[config.mk]
export PLATFORM = sky130hd
export DESIGN_NAME = my_dff8
export DESIGN_NICKNAME = d
export VERILOG_FILES = /design/src/rtl/my_dff8.sv
export SDC_FILE = /design/constraint.sdc
export NUM_CORES = 1
export LEC_CHECK = 0
export BUFFER_PORTS_ARGS = -buffer_cell sky130_fd_sc_hd__buf_2
export CAP_MARGIN = 20
export CORE_AREA = 2 2 42 44
export DETAILED_ROUTE_END_ITERATION = 6
export DIE_AREA = 0 0 44 46
export HOLD_SLACK_MARGIN = 0.02
export PLACE_DENSITY_LB_ADDON = 0.2
export SLEW_MARGIN = 20
export SYNTH_ARGS = -nofsm -noshare
export SYNTH_HDL_FRONTEND = slang
export SYNTH_HIERARCHICAL = 1
export SYNTH_SLANG_ARGS = --single-unit
[constraint.sdc]
create_clock -name clk -period 1.4 [get_ports clk]
set_input_delay 0.07 -clock clk [delete_from_list [all_inputs] [get_ports clk]]
set_output_delay 0.07 -clock clk [all_outputs]
set_load 0.02 [all_outputs]
[src/rtl/my_dff8.sv]
// 8-bit masked D register with sync clear, change pulse and optional parity.
// Define MY_DFF8_PARITY_EN to build the registered even-parity output.
module my_dff8_bit #(
    parameter logic RST_BIT = 1'b0
) (
    input  logic clk,
    input  logic rst_n,
    input  logic clr,
    input  logic en,
    input  logic wmask,
    input  logic d,
    output logic q,
    output logic nxt
);

    logic r_q;

    // clr wins over en and ignores the mask
    always_comb begin
        nxt = r_q;
        if (clr)
            nxt = RST_BIT;
        else if (en && wmask)
            nxt = d;
    end

    always_ff @(posedge clk or negedge rst_n) begin
        if (!rst_n)
            r_q <= RST_BIT;
        else
            r_q <= nxt;
    end

    assign q = r_q;

endmodule

module my_dff8 #(
    parameter logic [7:0] RESET_VAL = 8'h00,
    parameter int         CHG_PULSE = 1
) (
    input  logic       clk,
    input  logic       rst_n,
    input  logic       en,
    input  logic       clr,
    input  logic [7:0] wmask,
    input  logic [7:0] d,
    output logic [7:0] q,
    output logic       changed,
    output logic       par
);

    logic [7:0] w_q;
    logic [7:0] w_nxt;

    genvar gi;
    generate
        for (gi = 0; gi < 8; gi++) begin : g_bit
            my_dff8_bit #(.RST_BIT(RESET_VAL[gi])) u_bit (
                .clk   (clk),
                .rst_n (rst_n),
                .clr   (clr),
                .en    (en),
                .wmask (wmask[gi]),
                .d     (d[gi]),
                .q     (w_q[gi]),
                .nxt   (w_nxt[gi])
            );
        end
    endgenerate

    assign q = w_q;

    generate
        if (CHG_PULSE != 0) begin : g_chg
            logic r_changed;
            always_ff @(posedge clk or negedge rst_n) begin
                if (!rst_n)
                    r_changed <= 1'b0;
                else
                    r_changed <= |(w_nxt ^ w_q);
            end
            assign changed = r_changed;
        end else begin : g_nochg
            assign changed = 1'b0;
        end
    endgenerate

`ifdef MY_DFF8_PARITY_EN
    // Parity of the incoming value so par tracks q in the same cycle
    logic r_par;
    always_ff @(posedge clk or negedge rst_n) begin
        if (!rst_n)
            r_par <= ^RESET_VAL;
        else
            r_par <= ^w_nxt;
    end
    assign par = r_par;
`else
    assign par = 1'b0;
`endif

endmodule

# Word level (Yosys, flattened, before mapping)
# Index checks and enable logic that the tools add are counted.
[totals] input_bits=20 n_memories=0 word_cells=35 regBits=9 mem_bits_rw=0 latch_bits=0 rom_bits=0
[op_classes] n_reduce_logical=9 shifts=0 n_mul=0 n_lt_le_gt_ge=0 n_bitwise=1 muxes=16 addsub=0 div_mod_pow=0 n_eq_ne=0
[op_table] cell="$mux W1" count=16
[op_table] cell="$logic_and A1 B1 Y1" count=8
[op_table] cell="$reduce_or A8 Y1" count=1
[op_table] cell="$xor A8 B8 Y8" count=1

# Depth between registers and ports, before layout
# Gate-level depths: netlist (run 1).
[depth] ltp_word=5 ltp_mapped=5 mapped_depth_nobuf=5

# Modules after synthesis
# Netlist (run 1), hierarchy kept.
[modules_own_cells] module="my_dff8_bit" n_inst=8 area_each_um2=48.8 cells_each=4 seq_area_each_um2=25.0
[modules_own_cells] module="my_dff8" n_inst=1 area_each_um2=122.6 cells_each=14 seq_area_each_um2=25.0

# Least setup slack after synthesis (run 1)
# No wires, ideal clock.
[synth_timing] path_kind="flip-flop to flip-flop" startpoint="register g_bit[5].u_bit.r_q" endpoint="register g_chg.r_changed (netlist: changed)" stages_incl_launch_ff=6 arrival_ns=1.241 period_less_slack_ns=1.369 required_ns=1.271 setup_time_ns=0.129 path_buffers=0 slack_ns=0.031 cell_sequence="dfrtp_1 > a21bo_1 > a21oi_2 > xor2_1 > nor4_1 > nand2_1"
[synth_via] elab_chain_len=4
[synth_rtl] element="start: declaration" line_no="16" source="logic r_q;"
[synth_rtl] element="start signal: assignment" line_no="31" source="r_q <= nxt;"
[synth_rtl] element="$mux W1" line_no="23" source="else if (en && wmask)"
[synth_rtl] element="$mux W1" line_no="21" source="if (clr)"
[synth_rtl] element="via w_nxt[5]" line_no="54" source="logic [7:0] w_nxt;"
[synth_rtl] element="$xor A8 B8 Y8" line_no="81" source="r_changed <= |(w_nxt ^ w_q);"
[synth_rtl] element="$reduce_or A8 Y1" line_no="81"
[synth_rtl] element="end signal: assignment" line_no="81"
[synth_rtl] element="end: declaration" line_no="76" source="logic r_changed;"
# The timed path passes the listed nets, and every way through them passes these cells.

# Worst setup path after layout (run 1)
[layout_timing] startpoint="register g_bit[1].u_bit.r_q" endpoint="register g_chg.r_changed (netlist: changed)"
[layout_via] elab_chain_len=4
[layout_rtl] element="start: declaration" line_no="16"
[layout_rtl] element="start signal: assignment" line_no="31"
[layout_rtl] element="$mux W1" line_no="23"
[layout_rtl] element="$mux W1" line_no="21"
[layout_rtl] element="via w_nxt[1]" line_no="54"
[layout_rtl] element="$xor A8 B8 Y8" line_no="81"
[layout_rtl] element="$reduce_or A8 Y1" line_no="81"
# The timed path passes the listed nets, and every way through them passes these cells.

==> results of run 1 <==
[through the flow]
| step | area, um2 | TNS, ns | utilization, % | power, mW | setup slack (ns) |
|---|---|---|---|---|---|
| 2_1_floorplan | 513.0 | 0 | - | 0.3629 | 0.03061 |
| 3_3_place_gp | 681.9 | 0 | 42.25 | 0.4311 | 0.05398 |
| 3_5_place_dp | 681.9 | 0 | 42.25 | 0.4333 | 0.03695 |
| 4_1_cts | 718.2 | 0 | 44.50 | 0.6288 | 0.03362 |
| 5_1_grt | 753.2 | -0.01680 | 46.67 | 0.6732 | -0.01680 |
| 6_report | 753.2 | 0 | 46.67 | 0.6306 | 0.1002 |
[kinds of logic after synthesis]
family,after synthesis
AO/OA/AOI/OAI,16
XOR/XNOR,8
buffers and inverters,1
flip-flops,9
other,1
AND/OR/NAND/NOR,11
[sequential cells by signal, indices dropped and copies added, names as in the netlist]
name and flops:
g_bit.u_bit/q 8, changed 1
[metal layers]
layer	vias up	track usage (%)	part of all wire [%]	routed length, um
met5	-	0	0	0
li1	241	-	-	-
met3	0	3.175	10	114
met4	0	5.455	0	0
met2	22	19.41	43	475
met1	214	13.79	46	508
[cell type report]
| class | instances | area share, % |
|---|---|---|
| flip-flops and latches | 9 | 29.90 |
| repair buffers | 34 | 24.92 |
| well taps | 17 | 2.824 |
| clock buffers | 4 | 3.488 |
| multi-input cells | 36 | 38.87 |
[cell usage in the layout, fill, tap and decap left out]
cell           count
a21oi_2            8
nand2_1            1
clkbuf_4           3
buf_2             28
dfrtp_1            9
xor2_1             8
dlygate4sd3_1      1
a21bo_1            8
buf_4              5
clkbuf_1           1
nor4_2             2
nand3_1            8
conb_1             1
[synth_stat cells]
cell type  count
a21bo_1        8
a21oi_2        8
buf_4          1
conb_1         1
dfrtp_1        9
nand2_1        1
nand3_1        8
nor4_1         2
xor2_1         8
[worst reg2reg max path, delay by kind of cell, from the launching register on]
| kind | cells | cell delay, ns |
|---|---|---|
| AOI/OAI and AO/OA | 2 | 0.37 |
| xor gates and xnor gates | 1 | 0.10 |
| DFF | 1 | 0.36 |
| and+or+nand+nor | 2 | 0.35 |
[where the power goes]
| part | total, mW | leakage (nW) | switching, mW | internal, mW |
|---|---|---|---|---|
| registers | 0.284 | 0.119 | 0.00867 | 0.276 |
| logic | 0.157 | 0.278 | 0.0848 | 0.0722 |
| clock network | 0.189 | 0.0150 | 0.0801 | 0.109 |
[worst max path at each step]
| stage | start | end | slack (ns) | cells after the start |
|---|---|---|---|---|
| after detailed placement | g_bit[0].u_bit/q | changed | 0.04 | 5 |
| after floorplan | g_bit[5].u_bit/q | changed | 0.03 | 5 |
| after global routing | g_bit[1].u_bit/q | changed | -0.02 | 5 |
| after CTS | g_bit[0].u_bit/q | changed | 0.03 | 5 |
| final | g_bit[1].u_bit/q | changed | 0.10 | 5 |
| after global placement | g_bit[1].u_bit/q | changed | 0.05 | 5 |
[what timing repair did]
action                     CTS  global route
buffers inserted             0             3
hold endpoints to repair     9             0
resized for setup            0             2
hold buffers                 1             0
setup endpoints to repair    0             1
==> impl_results.md, run 1 <==
* Via count at 477
* Die Span Y at approximately 46 um
* DRT Wirelength at 1098 um
* Synth Area in Simple Gates at 10.98%
* Synth Instances at 46
* Final period util at 92.84%
* Area contributors post-synth: dfrtp_1 44%, a21bo_1 16%, a21oi_2 14%, xor2_1 14%, nand3_1 7.8%
* Final cell count without fillers at 100
* Worst Setup End Kind: flop
* Final hold slack at 0.09371 ns
* Max incr delay on CP at 0.36 ns
* Critical path's top delay family: compound AO/OA/AOI/OAI gates
* Pwr dens at 837.2 nW/um2
* Post-DR wirelength/cell at 10.98 um
* Yosys synthesis warning count at 6
* Post-synthesis xor/xnor area fraction at 13.66%
* Setup violations, final at 0
* Worst reg2reg path depth at 5
* Row count at 15
* Outcome: completed
* CP cell instances: a21bo_1 > a21oi_2 > xor2_1 > nor4_2 > nand2_1
* Mapped cell area at around 500 um2
* R2r startpoint: g_bit[1].u_bit/q
* Gr usage total at 11.60%
* CTS buffer count at 3
* FF+latch count, synth at 9
* Mapped Nets at 66
* Post-Syn Area per Cell at between 10 and 15 um2
* Hold Vio Cnt, Final at 0
* Diodes inserted at 0
* Clk root buf: clkbuf_4
* Vias in the first global route at 428
* DRC at 0
* Biggest area consumer among synthesized cells: dfrtp_1
* Fin crit period at 1.300 ns
* DR vias/cell at 4.770
* Worst Path Arrival at 1.43 ns
* Worst setup SP type: flop
* Critical-path maximum fanout at 3
* Clk buf depth at 2
* Critical Path RT at 1.53 ns
* CTS tree: built
* Initial antenna violation count at 0
* Hold depth at 3
* Starting density of the core at 31.78%
* Slowest cell on crit path: dfrtp_1
* Leak pwr at 0.4123 nW
* Synth cell types at 9
* Slack of the worst reg-to-reg path at 0.10 ns
* Post-DRT Antenna Nets at 0
* Worst-path clk slew at roughly 0.06 ns
* Type of the worst setup path: flop to flop
* Worst hold path startpoint: wmask[4]
* Layout cells sized above 1 at 55.42%
* TritonRoute pass-1 iters at 3
* Die Footprint at 2024 um2
* Top cell type's share of synthesized area at between 40% and 50%
* Clk Latency, worst-skew pair at 0.25 ns
* Largest family of logic cells by synthesized area: compound AO/OA/AOI/OAI gates
* Post-Synth Adder-Cell Area at 0%
* Hold Crit Class: input pin to flop
* # nets final at 104
* Die Width at 44 um
* Max Clk Rate at 0.7694 GHz
* Buf/Inv on CP at 0
* RSZ-0062 raised after global routing: yes
* Count of pins over their slew limit at 0
* Synth-to-Final Area Change at 46.83%
* First-pass GRT wire length at 1676 um
* DRT iter0 DRCs at 4
* MaxCap Viol Count at 0
* Multi-input gate area at 292.8 um2
* Core Area at 1614 um2
* H-Tree Depth at 1
* Peak VDD IR at 0.4067 mV
* Clock Sinks at 9
* Grt ovf at 0
* Compound-Gate Fraction of Synth Area at 29.27%
* Pin count of the biggest net entering global routing at 17
* Layout Skew at 0.003892 ns
* Seq. cell area at between 200 and 250 um2
* Gp weighted congestion at 0.7254
* Endpoint of the worst hold path: g_bit[4].u_bit/q
* DPL Wire Length at 850 um
* Multiplexer area fraction after synthesis at 0%
* I/O pin total at 30
* Port bufs at 28
* Reg-to-reg endpoint: changed
* Filler cells at 176
* Register area share after synthesis at 43.90%
* Dpl cells at 92
Note: power is estimated with default switching activity, not from simulation.
==> inputs of run 2 (changes only) <==
CORE_AREA = 2 2 48 50   (was 2 2 42 44)
DIE_AREA = 0 0 50 52   (was 0 0 44 46)
SYNTH_HIERARCHICAL = unset   (was 1)
==> run 2 against run 1 <==
- sequential cell count unchanged
- combinational power about the same
- non-clock buffer count decreased by 5
- routed wire length increased by 41%
- clock power increased by 9%
- final area increased by 5.8%
- first-iteration DRC count increased to 3.0 times the previous value
- register-to-register slack improved by 0.13 ns
- largest power group unchanged
- highest routed layer is now met4
==> impl_results.md, run 2 <==
* Worst Setup SP: g_bit[2].u_bit.q (was g_bit[1].u_bit/q)
* Worst-path clk slew at 0.06 ns (about the same)
* CTS buffer count at 3 (unchanged)
* Die Span Y at 52 um (was 46 um)
* DRT Wirelength at 1546 um (was 1098 um)
* Critical path's top delay family: simple AND/OR/NAND/NOR gates (was compound AO/OA/AOI/OAI gates)
* Clock Sinks at 9 (unchanged)
* Max Clk Rate at 0.8560 GHz (was 0.7694 GHz)
* Post-DR wirelength/cell at 11.54 um (was 10.98 um)
* Layout Skew at 0.003715 ns (was 0.003892 ns)
* Max incr delay on CP at 0.43 ns (was 0.36 ns)
* Gp weighted congestion at 0.7403 (was 0.7254)
* Post-DRT Antenna Nets at 0 (unchanged)
* Post-synthesis xor/xnor area fraction at 0% (was 13.66%)
* Compound-Gate Fraction of Synth Area at 16.85% (was 29.27%)
* Area contributors post-synth: dfrtp_1 33%, buf_4 11%, nand2_1 11%, a21oi_1 5.9%, nand3_1 5.9% (was dfrtp_1 44%, a21bo_1 16%, a21oi_2 14%, xor2_1 14%, nand3_1 7.8%)
* Slowest cell on crit path: dfrtp_1 (unchanged)
* Initial antenna violation count at 0 (unchanged)
* Setup TNS at 0 ns (unchanged)
* Register area share after synthesis at 32.97% (was 43.90%)
* Buf/Inv on CP at 0 (unchanged)
* I/O pin total at 30 (unchanged)
* Hold Vio Cnt, Final at 0 (unchanged)
* CTS tree: built (unchanged)
* Vias in the first global route at 592 (was 428)
* Worst Setup End Kind: flop (unchanged)
* Top cell type's share of synthesized area at 32.97% (was 43.90%)
* Synth Flop Type: dfrtp_1 (unchanged)
* Layout cells sized above 1 at 33.02% (was 55.42%)
* Worst hold path startpoint: d[3] (was wmask[4])
* Top cells by count, synth: 20 x nand2_1, 10 x buf_4, 9 x dfrtp_1 (was 9 x dfrtp_1, 8 x a21bo_1, 8 x a21oi_2, 8 x nand3_1, 8 x xor2_1)
* Synth-to-Final Area Change at 16.67% (was 46.83%)
* Mapped Nets at 105 (was 66)
* Gr usage total at 13.17% (was 11.60%)
* Final worst slack at 0.2318 ns (was 0.1002 ns)
* # nets final at 127 (was 104)
* Grt ovf at 0 (unchanged)
* Port bufs at 28 (unchanged)
* Worst Path Arrival at 1.30 ns (was 1.43 ns)
* Asr flop ratio synth at 100.0% (unchanged)
* Via count at 653 (was 477)
* Leak pwr at 0.3721 nW (was 0.4123 nW)
* Number of flops mapped to enable cells by yosys at 0 (unchanged)
* DRT iter0 DRCs at 12 (was 4)
* H-Tree Depth at 1 (unchanged)
* Largest family of logic cells by synthesized area: simple AND/OR/NAND/NOR gates (was compound AO/OA/AOI/OAI gates)
* Hold Crit Class: input pin to flop (unchanged)
* Multiplexer area fraction after synthesis at 1.465% (was 0%)
* Critical Path RT at 1.54 ns (was 1.53 ns)
* Fin crit period at 1.168 ns (was 1.300 ns)
* Max FFs per register at 8 (unchanged)
* First-pass GRT wire length at 2559 um (was 1676 um)
* DR vias/cell at 4.873 (was 4.770)
* FF+latch count, synth at 9 (unchanged)
* CP cell instances: nor4_1 > nand2_1 > a2bb2oi_1 > nand4_1 (was a21bo_1 > a21oi_2 > xor2_1 > nor4_2 > nand2_1)
* Clk Latency, worst-skew pair at 0.26 ns (was 0.25 ns)
* Starting density of the core at 32.44% (was 31.78%)
* Peak VDD IR at 0.3457 mV (was 0.4067 mV)
* DPL Wire Length at 1224 um (was 850 um)
* Core Area at 2106 um2 (was 1614 um2)
* RSZ-0062 raised after global routing: no (was yes)
* Synth Area in Simple Gates at 32.78% (was 10.98%)
* Post-CTS setup buffer count at 0 (unchanged)
* Leading cell type in the layout, fill and taps excluded: buf_2 (unchanged)
* Pin count of the biggest net entering global routing at 21 (was 17)
* Outcome: completed (unchanged)
* Clk root buf: clkbuf_4 (unchanged)
* Type of the worst setup path: flop to flop (unchanged)
* Diodes inserted at 0 (unchanged)
* Die Width at 50 um (was 44 um)
* Worst setup SP type: flop (unchanged)
* TritonRoute pass-1 iters at 4 (was 3)
* Post-Synth Adder-Cell Area at 0% (unchanged)
* MaxCap Viol Count at 0 (unchanged)
* Critical-path maximum fanout at 5 (was 3)
* Yosys synthesis warning count at 0 (was 6)
* Clk buf depth at 2 (unchanged)
* Most frequent cells in the layout: 28 x buf_2, 20 x nand2_1, 9 x dfrtp_1 (was 28 x buf_2, 9 x dfrtp_1)
* Post-Syn Area per Cell at 8.037 um2 (was 11.15 um2)
* Setup WS pre-CTS at 0.2212 ns (was 0.03695 ns)
* Most common cell in the netlist: nand2_1 (was dfrtp_1)
* Row count at 17 (was 15)
* Mapped cell area at 683.2 um2 (was 513.0 um2)
* Final period util at 83.44% (was 92.84%)
* Biggest area consumer among synthesized cells: dfrtp_1 (unchanged)
* DRC at 0 (unchanged)
* R2r startpoint: g_bit[2].u_bit.q (was g_bit[1].u_bit/q)
* Setup violations, final at 0 (unchanged)
* Pwr dens at 819.1 nW/um2 (was 837.2 nW/um2)
* Count of pins over their slew limit at 0 (unchanged)
* Synth cell types at 29 (was 9)
* Synth Instances at 85 (was 46)
* Die Footprint at 2600 um2 (was 2024 um2)
[run 2: changes by cell type after synthesis, moves of 8 or more]
| cell | before | now |
|---|---|---|
| a21bo_1 | 8 | 0 |
| a21oi_1 | 0 | 8 |
| a21oi_2 | 8 | 0 |
| buf_4 | 1 | 10 |
| nand2_1 | 1 | 20 |
| xor2_1 | 8 | 0 |
[run 2: final cells by class]
cell class | count | area [um2]
well taps | 28 | 35.03
multi-input cells | 62 | 352.8
inverters | 2 | 7.507
fillers | 235 | 1309
repair buffers | 29 | 150.1
flip-flops and latches | 9 | 225.2
clock buffers | 4 | 26.28
[run 2: worst paths after layout]
| kind | end | slack (ns) | cells past startpoint |
|---|---|---|---|
| max | changed | 0.23 | 4 |
| min | g_bit[3].u_bit.q | 0.07 | 3 |
| max reg2reg | changed | 0.23 | 4 |
| min reg2reg | g_bit[3].u_bit.q | 0.57 | 2 |
| max in group asynchronous | g_bit[7].u_bit.q | 1.03 | 2 |
| min in group asynchronous | g_bit[0].u_bit.q | 0.18 | 2 |
[run 2: report_power, final]
group / switching [mW] / internal, mW
registers: 0.0138 / 0.275
clock network: 0.0958 / 0.110
logic: 0.0928 / 0.0653
[run 2: timing repair]
| action | 4_1_cts | 5_1_grt |
|---|---|---|
| resized for setup | 0 | 0 |
| hold buffers | 1 | 0 |
| hold endpoints to repair | 9 | 0 |
[run 2: logic make-up after synthesis]
kind of cell    count (synthesis)
simple gates                   43
compound gates                 17
buf+inv                        14
flops                           9
mux                             1
other cells                     1
[run 2: worst min-delay path, delay by kind of cell]
kind,cells,cell delay [ns]
buffers and inverters,1,0.11
and+or+nand+nor,1,0.06
AOI/OAI and AO/OA,1,0.05
[run 2: layer usage]
layer,wire [um],track usage [%],vias to the layer above
met5,0,0,-
met4,27,8.333,0
met1,710,16.16,296
met3,86,2.586,4
li1,-,-,335
met2,721,21.05,18
[run 2: per-stage QoR]
| step | util [%] | instance area (um2) | std cells | hold WS, ns | power (mW) |
|---|---|---|---|---|---|
| 2_1_floorplan | - | 683.2 | 85 | -0.2256 | 0.4022 |
| 5_1_grt | 37.85 | 797.0 | 134 | 0.08516 | 0.6909 |
| 4_1_cts | 37.85 | 797.0 | 134 | 0.06686 | 0.6593 |
| 3_3_place_gp | 36.13 | 760.7 | 129 | -0.05799 | 0.4495 |
| 3_5_place_dp | 36.13 | 760.7 | 129 | -0.06343 | 0.4526 |
| 6_report | 37.85 | 797.0 | 134 | 0.06905 | 0.6529 |
==> inputs of run 3 (changes only) <==
ABC_AREA = 1   (was unset)
CORE_AREA = 2 2 49 51   (was 2 2 48 50)
DIE_AREA = 0 0 51 53   (was 0 0 50 52)
clock period = 0.95 ns   (was 1.4 ns; I/O delays follow)
==> run 3 against run 2 <==
- critical path depth is 3 higher
- sequential share of layout area is 4.0 points lower
- fmax is 30% higher
- synthesized cell count is 26% higher
- sequential power is 50% higher
- clock-buffer cell count stayed put
- final area is 16% higher
- critical endpoint unchanged
- largest cell class unchanged
==> impl_results.md, run 3 <==
* Top cells by count, synth: 28 x nand2_1, 23 x inv_1, 9 x buf_4, 9 x dfrtp_1 (was 20 x nand2_1, 10 x buf_4, 9 x dfrtp_1)
* Gp weighted congestion at 0.7083 (was 0.7403)
* Pin count of the biggest net entering global routing at 10 (was 21)
* RSZ-0062 raised after global routing: yes (was no)
* Register area share after synthesis at 30.56% (was 32.97%)
* Worst-path clk slew at 0.08 ns (was 0.06 ns)
* Mapped Nets at 127 (was 105)
* # nets final at 156 (was 127)
* Vias in the first global route at 649 (was 592)
* Clock Sinks at 9 (unchanged)
* First-pass GRT wire length at 2635 um (was 2559 um)
* Hold Crit Class: input pin to flop (unchanged)
* Max FFs per register at 8 (unchanged)
* Post-DR wirelength/cell at 10.21 um (was 11.54 um)
* Fin crit period at 0.9001 ns (was 1.168 ns)
* Reg power frac at 40.2% (was 44.2%)
* Clock power share at 29.5% (was 31.5%)
* Layout Skew at 0.009415 ns (was 0.003715 ns)
* Area contributors post-synth: dfrtp_1 31%, nand2_1 14%, inv_1 12%, buf_4 9.2%, nand4_1 6.8% (was dfrtp_1 33%, buf_4 11%, nand2_1 11%, a21oi_1 5.9%, nand3_1 5.9%)
* CTS buffer count at 3 (unchanged)
* Outcome: completed (unchanged)
* Critical-path maximum fanout at 3 (was 5)
* Post-synthesis xor/xnor area fraction at 0% (unchanged)
* Asr flop ratio synth at 100.0% (unchanged)
* Die Span Y at 53 um (was 52 um)
* Initial antenna violation count at 0 (unchanged)
* Slack of the worst reg-to-reg path at 0.05 ns (was 0.23 ns)
* Via count at 723 (was 653)
* DRT iter0 DRCs at 10 (was 12)
* Largest family of logic cells by synthesized area: simple AND/OR/NAND/NOR gates (unchanged)
* Switch Pwr at 0.3670 mW (was 0.2024 mW)
* Number of flops mapped to enable cells by yosys at 0 (unchanged)
* Worst Setup End Kind: flop (unchanged)
* Synth Instances at 107 (was 85)
* Sw frac at 34.02% (was 31.01%)
* TritonRoute pass-1 iters at 4 (unchanged)
* Die Width at 51 um (was 50 um)
* DPL Wire Length at 1296 um (was 1224 um)
* CTS tree: built (unchanged)
* Worst setup SP type: flop (unchanged)
* Most common cell in the netlist: nand2_1 (unchanged)
* Starting density of the core at 34.30% (was 32.44%)
* Setup TNS at 0 ns (unchanged)
* Diodes inserted at 0 (unchanged)
* Count of pins over their slew limit at 0 (unchanged)
* Core Area at 2148 um2 (was 2106 um2)
* Peak VDD IR at 0.9049 mV (was 0.3457 mV)
* Post-Synth Adder-Cell Area at 0% (unchanged)
* FF+latch count, synth at 9 (unchanged)
* Synth Area in Simple Gates at 30.22% (was 32.78%)
* Pwr dens at 1162 nW/um2 (was 819.1 nW/um2)
* DRC at 0 (unchanged)
* DR vias/cell at 4.436 (was 4.873)
* Pint at 0.7116 mW (was 0.4504 mW)
* Synth-to-Final Area Change at 25.98% (was 16.67%)
* Multiplexer area fraction after synthesis at 0% (was 1.465%)
* Post-Syn Area per Cell at 6.887 um2 (was 8.037 um2)
* Row count at 17 (unchanged)
* Max Clk Rate at 1.111 GHz (was 0.8560 GHz)
* Filler cells at 229 (was 235)
* Worst Path Arrival at 1.06 ns (was 1.30 ns)
* Biggest area consumer among synthesized cells: dfrtp_1 (unchanged)
* Layout cells sized above 1 at 39.26% (was 33.02%)
* Post-DRT Antenna Nets at 0 (unchanged)
* DRT Wirelength at 1664 um (was 1546 um)
* Clk Latency, worst-skew pair at 0.27 ns (was 0.26 ns)
* Yosys synthesis warning count at 0 (unchanged)
* H-Tree Depth at 1 (unchanged)
* Port bufs at 28 (unchanged)
* Clk buf depth at 2 (unchanged)
* Mapped cell area at 737.0 um2 (was 683.2 um2)
* Die Footprint at 2703 um2 (was 2600 um2)
* Synth cell types at 16 (was 29)
* Clk root buf: clkbuf_4 (unchanged)
* Type of the worst setup path: flop to flop (unchanged)
* Combinational power share at 30.3% (was 24.2%)
* Synth Flop Type: dfrtp_1 (unchanged)
* Grt ovf at 0 (unchanged)
* Overall Power at 1.079 mW (was 0.6529 mW)
* Gr usage total at 13.39% (was 13.17%)
* Hold Vio Cnt, Final at 0 (unchanged)
* Setup violations, final at 0 (unchanged)
* Critical Path RT at 1.11 ns (was 1.54 ns)
* MaxCap Viol Count at 0 (unchanged)
* Most frequent cells in the layout: 28 x nand2_1, 28 x buf_2, 17 x inv_1 (was 28 x buf_2, 20 x nand2_1, 9 x dfrtp_1)
* Top cell type's share of synthesized area at 30.56% (was 32.97%)
* Compound-Gate Fraction of Synth Area at 12.22% (was 16.85%)
* I/O pin total at 30 (unchanged)
* Leak pwr at 0.5648 nW (was 0.3721 nW)
* Final period util at 94.75% (was 83.44%)
* Final hold slack at 0.05428 ns (was 0.06905 ns)
-- run 3: repair_timing --
item / 4_1_cts / 5_1_grt
buffers inserted: 0 / 2
hold endpoints to repair: 9 / 0
hold buffers: 1 / 0
resized for setup: 0 / 7
setup endpoints to repair: 0 / 1
-- run 3: layout make-up --
class,instances,area [um2],area share [%]
inverter,28,105.1,11.32
tap,28,35.03,3.774
sequential,9,225.2,24.26
multi-input combinational,59,316.6,34.10
timing repair buffer,35,220.2,23.72
clock buffer,4,26.28,2.830
-- run 3: critical path, stage by stage, from the launching register on --
cell	delay (ns)
dfrtp_1	0.37
inv_1	0.06
nand4_1	0.08
nand2_1	0.06
inv_1	0.04
nand2_1	0.05
nor2_1	0.09
nand2_1	0.05
-- run 3: path summary, 6_finish.rpt --
check | from | end | cells past startpoint
max | g_bit[1].u_bit.q | changed | 7
min | wmask[1] | g_bit[1].u_bit.q | 3
max reg2reg | g_bit[1].u_bit.q | changed | 7
min reg2reg | g_bit[6].u_bit.q | g_bit[6].u_bit.q | 2
max in group asynchronous | rst_n | g_bit[4].u_bit.q | 2
min in group asynchronous | rst_n | g_bit[2].u_bit.q | 2
-- run 3: cell families (layout without fill, tap and decap cells) --
logic type / after synthesis / in the layout
and+or+nand+nor: 45 / 45
buffers and inverters: 39 / 67
AOI/OAI and AO/OA: 13 / 13
DFF: 9 / 9
other: 1 / 1
-- run 3: per-stage QoR --
step / worst slack (ns) / instance area [um2] / utilization (%) / instances
after CTS: 0.0009381 / 913.4 / 42.52 / 161
after detailed placement: -0.008093 / 877.1 / 40.83 / 156
after floorplan: 0.1067 / 737.0 / - / 107
after global routing: -0.02751 / 928.4 / 43.21 / 163
final: 0.04986 / 928.4 / 43.21 / 163
after global placement: 0.01839 / 877.1 / 40.83 / 156
-- run 3: routing by layer --
layer | up-vias | GRT usage (%) | routed length [um]
li1 | 375 | - | -
met3 | 2 | 3.955 | 115
met2 | 25 | 23.16 | 777
met4 | 0 | 5.405 | 9
met5 | - | 0 | 0
met1 | 321 | 15.40 | 762
-- run 3: power groups by stage --
stage               clock network (mW)  logic, mW  registers, mW
CTS                              0.324      0.319          0.432
global route                     0.339      0.362          0.437
finish                           0.318      0.327          0.434
floorplan                            0      0.207          0.445
global placement                     0      0.307          0.437
detailed placement                   0      0.313          0.440
